<file path="config.mk">
export PLATFORM = sky130hd
export DESIGN_NAME = fetch_pc_unit
export DESIGN_NICKNAME = d
export VERILOG_FILES = /design/src/rtl/arm_pkg.sv /design/src/rtl/fetch_pc_unit_fifo.sv /design/src/rtl/fetch_pc_unit.sv
export SDC_FILE = /design/constraint.sdc
export NUM_CORES = 1
export LEC_CHECK = 0
export CORE_ASPECT_RATIO = 0.8
export CORE_MARGIN = 8
export CORE_UTILIZATION = 42
export DETAILED_ROUTE_END_ITERATION = 10
export PLACE_DENSITY = 0.66
export SYNTH_ARGS = -nofsm -noshare
export SYNTH_HDL_FRONTEND = slang
export SYNTH_SLANG_ARGS = --single-unit
</file>
<file path="constraint.sdc">
create_clock -name clk -period 6.2 [get_ports clk]
set_clock_uncertainty 0.2 [all_clocks]
set_input_delay 1.55 -clock clk [delete_from_list [all_inputs] [get_ports clk]]
set_output_delay 1.55 -clock clk [all_outputs]
set_load 0.02 [all_outputs]
</file>
<file path="src/rtl/arm_pkg.sv">
// Shared ARM datapath constants and the fetch buffer entry type.
package arm_pkg;

  localparam logic [31:0] PC_INC         = 32'd4;
  localparam logic [31:0] PC_READ_OFFSET = 32'd8;

  typedef struct packed {
    logic [31:0] pc;
    logic [31:0] instr;
  } fetch_entry_t;

endpackage

</file>
<file path="src/rtl/fetch_pc_unit_fifo.sv">
// fetch_fifo: power-of-two synchronous FIFO of fetch entries with flush and occupancy count.
module fetch_fifo
  import arm_pkg::*;
#(
  parameter int unsigned DEPTH = 2,
  localparam int unsigned AW = $clog2(DEPTH),
  localparam int unsigned CW = AW + 1
) (
  input  logic          clk,
  input  logic          reset_n,
  input  logic          flush_i,
  input  logic          push_i,
  input  logic          pop_i,
  input  fetch_entry_t  wdata_i,
  output fetch_entry_t  rdata_o,
  output logic          full_o,
  output logic          empty_o,
  output logic [CW-1:0] count_o
);

  fetch_entry_t  mem_q [DEPTH];
  logic [AW-1:0] wr_q;
  logic [AW-1:0] rd_q;
  logic [CW-1:0] cnt_q;

  // Storage is reset so the head reads as zero out of reset.
  always_ff @(posedge clk or negedge reset_n) begin
    if (!reset_n) begin
      for (int unsigned i = 0; i < DEPTH; i++) mem_q[i] <= '0;
      wr_q  <= '0;
      rd_q  <= '0;
      cnt_q <= '0;
    end else if (flush_i) begin
      wr_q  <= '0;
      rd_q  <= '0;
      cnt_q <= '0;
    end else begin
      if (push_i) begin
        mem_q[wr_q] <= wdata_i;
        wr_q        <= wr_q + AW'(1);
      end
      if (pop_i) rd_q <= rd_q + AW'(1);
      if (push_i && !pop_i)      cnt_q <= cnt_q + CW'(1);
      else if (pop_i && !push_i) cnt_q <= cnt_q - CW'(1);
    end
  end

  assign rdata_o = mem_q[rd_q];
  assign full_o  = (cnt_q == CW'(DEPTH));
  assign empty_o = (cnt_q == '0);
  assign count_o = cnt_q;

endmodule

</file>
<file path="src/rtl/fetch_pc_unit.sv">
// Fetch PC, credit-based imem requests, redirect/drop handling and decode-side buffer.
// Optional performance counters when FETCH_PERF_EN is defined.
module fetch_pc_unit
  import arm_pkg::*;
#(
  parameter logic [31:0] RESET_PC   = 32'h0000_0000,
  parameter int unsigned IBUF_DEPTH = 2
) (
  input  logic        clk,
  input  logic        reset_n,
  output logic        imem_req,
  output logic [31:0] imem_addr,
  input  logic        imem_gnt,
  input  logic        imem_rvalid,
  input  logic [31:0] imem_rdata,
  output logic        dec_valid,
  output logic [31:0] dec_instr,
  output logic [31:0] dec_pc,
  input  logic        dec_ready,
  input  logic        br_taken,
  input  logic [31:0] br_pc,
  input  logic [31:0] br_imm
`ifdef FETCH_PERF_EN
  ,
  output logic [31:0] perf_fetch_cnt,
  output logic [31:0] perf_flush_cnt
`endif
);

  localparam int unsigned CW = $clog2(IBUF_DEPTH) + 1;
  localparam logic [CW:0] DEPTH_L = (CW+1)'(IBUF_DEPTH);

  logic [31:0]   fpc_q, fpc_d;
  logic [31:0]   rsp_pc_q, rsp_pc_d;
  logic [CW-1:0] out_q, out_d;
  logic [CW-1:0] drop_q, drop_d;

  logic [CW-1:0] fifo_count;
  logic          fifo_full, fifo_empty;
  logic          fifo_push, fifo_pop;
  fetch_entry_t  fifo_head, fifo_wdata;

  logic [CW:0]   in_use;
  logic          grant;
  logic [31:0]   br_sum, br_target;

  assign in_use    = {1'b0, out_q} + {1'b0, fifo_count};
  assign imem_req  = !br_taken && (in_use < DEPTH_L);
  assign imem_addr = fpc_q;
  assign grant     = imem_req && imem_gnt;

  assign br_sum    = br_pc + PC_READ_OFFSET + br_imm;
  assign br_target = {br_sum[31:2], 2'b00};

  // Responses are in order and every stale one is dropped, so live data always
  // belongs to the address sequence starting at the last redirect target.
  assign fifo_push  = imem_rvalid && (drop_q == '0) && !br_taken && !fifo_full;
  assign fifo_pop   = dec_valid && dec_ready;
  assign fifo_wdata = '{pc: rsp_pc_q, instr: imem_rdata};

  assign dec_valid = !fifo_empty && !br_taken;
  assign dec_instr = fifo_head.instr;
  assign dec_pc    = fifo_head.pc;

  always_comb begin
    fpc_d    = fpc_q;
    rsp_pc_d = rsp_pc_q;
    out_d    = out_q;
    drop_d   = drop_q;

    if (br_taken)   fpc_d = br_target;
    else if (grant) fpc_d = fpc_q + PC_INC;

    if (br_taken)       rsp_pc_d = br_target;
    else if (fifo_push) rsp_pc_d = rsp_pc_q + PC_INC;

    if (grant && !imem_rvalid)      out_d = out_q + CW'(1);
    else if (!grant && imem_rvalid) out_d = out_q - CW'(1);

    if (br_taken)                         drop_d = out_q - (imem_rvalid ? CW'(1) : '0);
    else if (imem_rvalid && drop_q != '0) drop_d = drop_q - CW'(1);
  end

  always_ff @(posedge clk or negedge reset_n) begin
    if (!reset_n) begin
      fpc_q    <= RESET_PC;
      rsp_pc_q <= RESET_PC;
      out_q    <= '0;
      drop_q   <= '0;
    end else begin
      fpc_q    <= fpc_d;
      rsp_pc_q <= rsp_pc_d;
      out_q    <= out_d;
      drop_q   <= drop_d;
    end
  end

  fetch_fifo #(
    .DEPTH (IBUF_DEPTH)
  ) u_fifo (
    .clk     (clk),
    .reset_n (reset_n),
    .flush_i (br_taken),
    .push_i  (fifo_push),
    .pop_i   (fifo_pop),
    .wdata_i (fifo_wdata),
    .rdata_o (fifo_head),
    .full_o  (fifo_full),
    .empty_o (fifo_empty),
    .count_o (fifo_count)
  );

`ifdef FETCH_PERF_EN
  logic [31:0] perf_fetch_q, perf_flush_q;

  always_ff @(posedge clk or negedge reset_n) begin
    if (!reset_n) begin
      perf_fetch_q <= '0;
      perf_flush_q <= '0;
    end else begin
      if (fifo_pop) perf_fetch_q <= perf_fetch_q + 32'd1;
      if (br_taken) perf_flush_q <= perf_flush_q + 32'd1;
    end
  end

  assign perf_fetch_cnt = perf_fetch_q;
  assign perf_flush_cnt = perf_flush_q;
`endif

endmodule

</file>
Yosys cells after proc, flatten, opt, wreduce, memory -nomap -nowiden. Index checks and enable logic that the tools add are counted.

Bits in latches: 0. Bits in writable memories: 0. Bits of input ports: 102. Register bits: 200. Memories: 0. Bits in read-only memories: 0. Word-level logic and storage cells: 84. Output and inout port bits: 98.

$lt $le $gt $ge: 4. Equality and inequality tests: 1. Bitwise gates (word level): 3. Add/subtract/negate cells: 13. Div/mod/pow operators: 0. Shift-type cells: 0. Reduce and logical (&&, ||, !) cells: 30. $mul: 0. Multiplexer cells: 22.

Operators by type and width (count): $mux 64 (4); $bwmux 128 (1); $mux 32 (4); $add 32x3->32 const B (2); $demux 64 s1 (1); $add 32x32->32 (1); $add 32x4->32 const B (1); $mux 2 (7); $logic_and 1x1->1 (13); $reduce_bool 2->1 (6); $logic_not 1->1 (7); $sub 2x1->2 const B (3); $mux 1 (5); $add 2x1->2 const B (2); $ge 2x2->1 const B (2); $logic_not 2->1 (2); $not 1->2 (2); $add 2x2->3 (1); $lt 3x2->1 const B (1); $reduce_bool 3->1 (1); $add 1x1->1 const B (2); $eq 2x2->1 const B (1); $lt 2x1->1 const B (1); $reduce_and 2->1 (1); 2 further kinds (2).

Depth between registers and ports, before layout.
Word-level depth: 9. Depth in mapped cells: 11.

Cells and area by module. Synthesis repeated with hierarchy kept, for this count alone.

Cells, all modules: 1065. Area, all modules: 11972.7 sq um.

Modules (own cells, without submodules): fetch_fifo (instances 1, seq. area each 3303.2 sq um, area each 6043.3 sq um, cells each 361); fetch_pc_unit (instances 1, seq. area each 1601.5 sq um, area each 5929.4 sq um, cells each 704).

Least setup slack after synthesis. OpenSTA, ideal clock, no wires.

Path kind: input-to-output. Start point: input port br_taken. End point: output port imem_req. Arrival time: 2604 ps. Cell stages on the path: 4. Data required time: 4450 ps. Setup slack: 1846 ps. Cell sequence: clkbuf_1 clkinv_1 buf_1 and3_1.

Word-level cells in the longest chain between the ends: 2.

RTL lines: start, declared (RTL line fetch_pc_unit.sv:20) `input logic br_taken,`; $logic_not 1->1 (RTL line fetch_pc_unit.sv:48) `assign imem_req = !br_taken && (in_use < DEPTH_L);`; $logic_and 1x1->1 (RTL line fetch_pc_unit.sv:48); end, declared (RTL line fetch_pc_unit.sv:11) `output logic imem_req,`.

Every way passes these cells.

Worst setup path after layout.
Start point: register u_fifo.rd_q. End point: output port dec_pc[12].

Word-level cells in the longest chain between the ends: 4.

RTL lines: start, declared (RTL line fetch_pc_unit_fifo.sv:23) `logic [AW-1:0] rd_q;`; start signal, assigned (RTL line fetch_pc_unit_fifo.sv:42) `if (pop_i) rd_q <= rd_q + AW'(1);`; $not 1->2 (implied by the code) (RTL line fetch_pc_unit_fifo.sv:48) `assign rdata_o = mem_q[rd_q];`; $mux 64 (implied by the code) (3 in series) (RTL line fetch_pc_unit_fifo.sv:48); end, declared (RTL line fetch_pc_unit.sv:18) `output logic [31:0] dec_pc,`.

Every way passes these cells. The select of a mux whose other input is x is not followed.

==> flow_summary.toml <==
[timing]
setup_viol = 0
finalCriticalPeriod_ns = 4.56
max_freq_ghz = 0.219
tns_ns = 0
setup_ws_ns = 1.64
rsz0062_at_grt = "no"
fin_crit_sh = 0.735
tightest_slew_ns = 0.930
maxSlewHeadroom = 0.380
finalMaxSlewViolations = 0
hold_violations = 0

[placement]
dp_hpwl_um = 20900
gp_congestion = 0.876
io_buffers = 195
place_ws_ns = 1.37
placed_cell_area_um2 = 13500
dp_cells = 1542

[clock_network]
clockBufferDepth = 2
path_clk_slew_ns = 0.07
holdBufCountCts = 0
cts_setup_buffers = 0
htree_levels = 4
cts-root-buf = "clkbuf_16"
cts_buffers = 17
cts-resized-gates = 0
cts_sinks = 192
clock_latency_ns = 0.43
cts_tree = "built"

[synth]
syn-cell-area_um2 = 11200
ys_async_sr_fraction = 1.00
yosysWarnings = 0
synthFlopType = "dfrtp_1"
syn_area_per_cell_um2 = 10.9
ys_seq_area_frac = 0.428
synth_top_area_cell = "dfrtp_1"
synth_area_leaders = "dfrtp_1, mux2_2, ha_1"
synth_top_area_frac = 0.428
synth_edf_count = 0
syn_inst = 1031
synth_cell_types = 69
ys_ff_latch = 192

[flow_run]
cap_violations = 0

[power_and_ir_drop]
ir_worst_vdd_uv = 280
total_power_mw = 5.59
power_density_nw_per_um2 = 398
p_leak_nw = 5.91

[worst_setup_path]
startpoint_type = "register"
cp_max_fo = 41
crit_arrival_ns = 2.81
required_ns = 4.45
crit_type = "reg -> out"
cp-end-kind = "output port"

[grt]
grt_max_degree = 114
track_usage = 0.178
overflow = 0
antenna_found_initial = 0
grt_pass1_wl_um = 46200
grt_pass1_vias = 8502

[finish]
diodes = 0
final_cells = 1574
syn2layout_area_growth_pct = 25.1
fin_nets = 1372
fill_cells = 2401
drive_gt1_frac = 0.200
finish.instance_area_um2 = 14100

[die]
die_x_um = 199
initial_core_util = 0.428
die_h_um = 162
placementRows = 53
ios = 200
core_um2 = 26300
dieArea_um2 = 32300

[drt]
wl_per_cell_um = 18.1
wl_um = 28500
viasPerCell = 5.41
dr.pass1.iters = 5
antenna_left = 0
drt_iter0_drc = 596
vias = 8519
drc = 0

[min_path]
min_path_type = "reg -> reg"

[run_status]
status = "completed"
==> logic make-up after synthesis <==
group	count (synthesis)	share of synthesized area
AOI/OAI and AO/OA	173	0.101
and+or+nand+nor	247	0.107
buffers and inverters	73	0.0279
muxes	202	0.201
other	1	0.000334
DFF	192	0.428
xor gates and xnor gates	77	0.0601
adders and majority gates	66	0.0749
==> sequential cells by signal, indices dropped and copies added, names as in the netlist <==
register	flops
u_fifo.wr_q	1
u_fifo.mem_q	124
u_fifo.rd_q	1
u_fifo.count_o	2
rsp_pc_q	30
drop_q	2
out_q	2
imem_addr	30
==> per-stage QoR <==
step / utilization / hold WS (ns)
global placement: 0.513 / 0.270
floorplan: - / 0.254
CTS: 0.535 / 0.290
finish: 0.535 / 0.288
global route: 0.535 / 0.307
detailed placement: 0.513 / 0.274
==> worst max-delay path, cell delays in order (launching register included) <==
cell and delay (ns):
dfrtp_2 0.76, buf_4 0.61, mux2_2 0.45, clkdlybuf4s50_1 0.55
==> synth_stat cells, types with 11 or more instances <==
cell	count
nand2b_1	11
mux2i_1	13
a31oi_1	12
nor3_1	17
inv_1	20
a21oi_1	62
nor2_1	68
a21o_1	13
ha_1	64
nand4_1	22
xnor2_1	29
clkbuf_1	28
nand2_1	59
mux2_2	186
xor2_1	48
nand3_1	33
o21ai_0	23
and3_1	12
dfrtp_1	192
==> power by group <==
part / total, mW / internal (mW) / leakage [nW] / switching (mW)
Sequential: 2.10 / 1.75 / 2.35 / 0.350
Combinational: 2.40 / 1.28 / 3.28 / 1.13
Clock: 1.09 / 0.584 / 0.279 / 0.506
==> path summary, 6_finish.rpt <==
| check | start | end | slack [ns] | depth (start not counted) |
|---|---|---|---|---|
| worst max-delay path | u_fifo.rd_q$_DFFE_PN0P_ | dec_pc[12] | 1.64 | 3 |
| worst min-delay path | u_fifo.mem_q[116]$_DFFE_PN0P_ | u_fifo.mem_q[116]$_DFFE_PN0P_ | 0.29 | 1 |
| worst max register to register | u_fifo.count_o[1]$_DFFE_PN0P_ | imem_addr[21]$_DFFE_PN0N_ | 2.65 | 9 |
| worst min register to register | u_fifo.mem_q[116]$_DFFE_PN0P_ | u_fifo.mem_q[116]$_DFFE_PN0P_ | 0.29 | 1 |
| max in group asynchronous | reset_n | u_fifo.mem_q[112]$_DFFE_PN0P_ | 3.58 | 2 |
| min in group asynchronous | reset_n | imem_addr[31]$_DFFE_PN0N_ | 1.04 | 1 |
==> cell type report <==
| cell class | count | area, µm² | area share |
|---|---|---|---|
| inverters | 21 | 78.8 | 0.00561 |
| multi-input cells | 769 | 6130 | 0.436 |
| clock buffers | 19 | 453 | 0.0322 |
| repair buffers | 203 | 2010 | 0.143 |
| well taps | 357 | 447 | 0.0318 |
| flip-flops and latches | 192 | 4810 | 0.342 |
| clock inverters | 13 | 126 | 0.00899 |
==> cells in the final DEF, fill, tap and decap left out, types with 17 or more instances in the layout <==
master,synthesis,final
clkdlybuf4s50_1,0,193
dfrtp_1,192,191
mux2_2,186,186
nor2_1,68,68
ha_1,64,64
a21oi_1,62,62
nand2_1,59,59
xor2_1,48,48
nand3_1,33,33
xnor2_1,29,29
o21ai_0,23,23
nand4_1,22,22
inv_1,20,20
nor3_1,17,17
clkbuf_16,0,17
==> routing by layer <==
| layer | share of wire | GRT usage | vias up |
|---|---|---|---|
| met5 | 0 | 0 | - |
| met4 | 0.014 | 0.0427 | 0 |
| met3 | 0.057 | 0.0418 | 23 |
| met2 | 0.45 | 0.274 | 202 |
| met1 | 0.48 | 0.249 | 4226 |
| li1 | - | - | 4068 |
Note: power is estimated with default switching activity, not from simulation.
==> patch, RTL diff (config.mk and constraints unchanged) <==
Build with the macro `FETCH_PERF_EN` defined.
--- a/src/rtl/fetch_pc_unit.sv
+++ b/src/rtl/fetch_pc_unit.sv
@@ -1,5 +1,7 @@
 // Fetch PC, credit-based imem requests, redirect/drop handling and decode-side buffer.
 // Optional performance counters when FETCH_PERF_EN is defined.
+`define FETCH_PERF_EN
+
 module fetch_pc_unit
   import arm_pkg::*;
 #(
Behaviour (old outputs only; new: perf_fetch_cnt and perf_flush_cnt): no difference found for any inputs over 4 cycles, from zero or initial values and one cycle with reset_n low; that may be too few to reach the edited logic, so the function may still have changed.
==> patch against the original RTL <==
Non-clock buffer count increased by 66; design area rose by 30%; global-route usage grew 0.98 points; sequential cell count grew 64; synthesized area grew 28%; routed wire length up 37%; clock power is 67% higher; hold slack lost 25 ps; setup slack lost 16 ps; total power up 26%; highest routed layer unchanged; sequential power is 22% higher; register-to-register slack lost 50 ps; critical endpoint is now dec_pc[13]; die area increased by 25%.
==> patch: results (changes against the original RTL) <==
Synth
  • Post-synthesis sequential area ratio: 44.7% (+1.9 points)
  • Asr flop ratio synth: 100% (unchanged)
  • Yosys cell types: 70 (+1.4%)
  • Top cells by count, synth: dfrtp_1 (256), mux2_2 (187), nand2_1 (92)
  • Synth Area per Inst: 10.7 µm² (-1.7%)
  • Top post-synthesis cells by area: dfrtp_1 (45%), mux2_2 (15%), ha_1 (5.8%)

GRT
  • First-pass GRT wire length: 62500 µm (+35%)
  • Vias in the first global route: 11300 (+33%)
  • Met3 Use GR: 4.48% (+0.31 points)
  • Largest net degree at the start of global routing: 118 (+3.5%)
  • Met1 Use GR: 26.4% (+1.5 points)
  • Global routing usage on met2: 29.3% (+2.0 points)
  • GRT Total Usage: 18.8% (+0.98 points)

Pwr
  • NetSw: 2.37 mW (+19%)
  • Leakage: 7.80 nW (+32%)
  • Peak supply drop: 0.269 mV (-3.7%)
  • Clock power frac: 25.7% (+6.2 points)
  • Combinational share of power: 38.1% (-4.9 points)
  • Switching share of power: 33.5% (-2.0 points)

Min path
  • Hold_sp: perf_fetch_cnt[31]$_DFFE_PN0P_
  • Hold Crit Endpoint: perf_fetch_cnt[31]$_DFFE_PN0P_

CTS
  • Clock Latency Late Sink: 540 ps (+110 ps)
  • CTS H-tree lvls: 1 (-3)
  • Clk buf depth: 3 (+1)
  • Num CTS Buffers: 26 (+9)

Detailed routing
  • Met1 WL: 18000 µm (+32%)
  • Met2 Routed Length: 17600 µm (+37%)
  • Vias per inst: 5.50 (+1.7%)
  • Drt wl/cell: 19.2 µm (+5.9%)
  • Drt pass-1 iters: 6 (+1)
  • Met3 WL: 2620 µm (+63%)
  • Routed WL: 38900 µm (+37%)
  • 1st-iter DRT viols: 912 (+53%)

Timing
  • Hold_ws: 262 ps (-25.4 ps)
  • Actual slew at the worst max-slew pin: 961 ps (+31.0 ps)

Final layout
  • Share of cells above drive strength 1: 16.6% (-3.4 points)
  • N_diodes: 0 (unchanged)
  • Filler cells: 2969 (+24%)
  • Area of the multi-input gates: 7580 µm² (+24%)
  • Nets: 1747 (+27%)

Placed design
  • Placed cell area: 17300 µm² (+29%)
  • Placer congestion estimate: 0.883 (+0.80%)
  • Count of input and output buffers: 259 (+33%)
  • Final HPWL DP: 28900 µm (+38%)
  • Dpl cells: 1983 (+29%)
  • Post-place setup slack: 1160 ps (-212 ps)

Critical path
  • Reg2reg path depth: 8 (-1)
  • Worst path arrival time: 2830 ps (+20 ps)
  • Critical Path End: dec_pc[13]
  • Worst r2r src: u_fifo.count_o[0]$_DFFE_PN0P_
  • FF-to-FF setup slack: 2600 ps (-50 ps)
  • Largest fanout on the critical path: 48 (+17%)
  • Worst R2R End: imem_addr[31]$_DFFE_PN0N_

Outcome
  • Outcome: finished, final reports clean
==> patch: cell types whose count changed after synthesis, sizes merged, moves of 13 or more <==
cell and change:
and3 +17, buf -13, clkbuf +24, dfrtp +64, nand2 +33, nand3 +20, nand4 +21, nor2 +20
nor4 +15, xnor2 +56
==> patch: critical path: stages (launching register included) <==
cell and delay (ps):
dfrtp_2 620, buf_4 650, mux2_2 460, clkdlybuf4s50_1 550
==> patch: logic make-up after synthesis <==
kind of cell / share of synthesized area (%)
multiplexers: 15.4
AND/OR/NAND/NOR: 14.3
XOR/XNOR: 8.18
flip-flops: 44.7
buffers and inverters: 2.59
adder cells (fa/ha/maj): 6.04
other: 0.0261
AO/OA/AOI/OAI: 8.79
==> patch: cell type report <==
cell class / count / share of cell area, %
multi-input cells: 992 / 41.4
flip-flops and latches: 256 / 35.0
clock buffers: 36 / 4.20
repair buffers: 269 / 14.6
inverters: 32 / 0.655
well taps: 434 / 2.96
clock inverters: 10 / 1.24
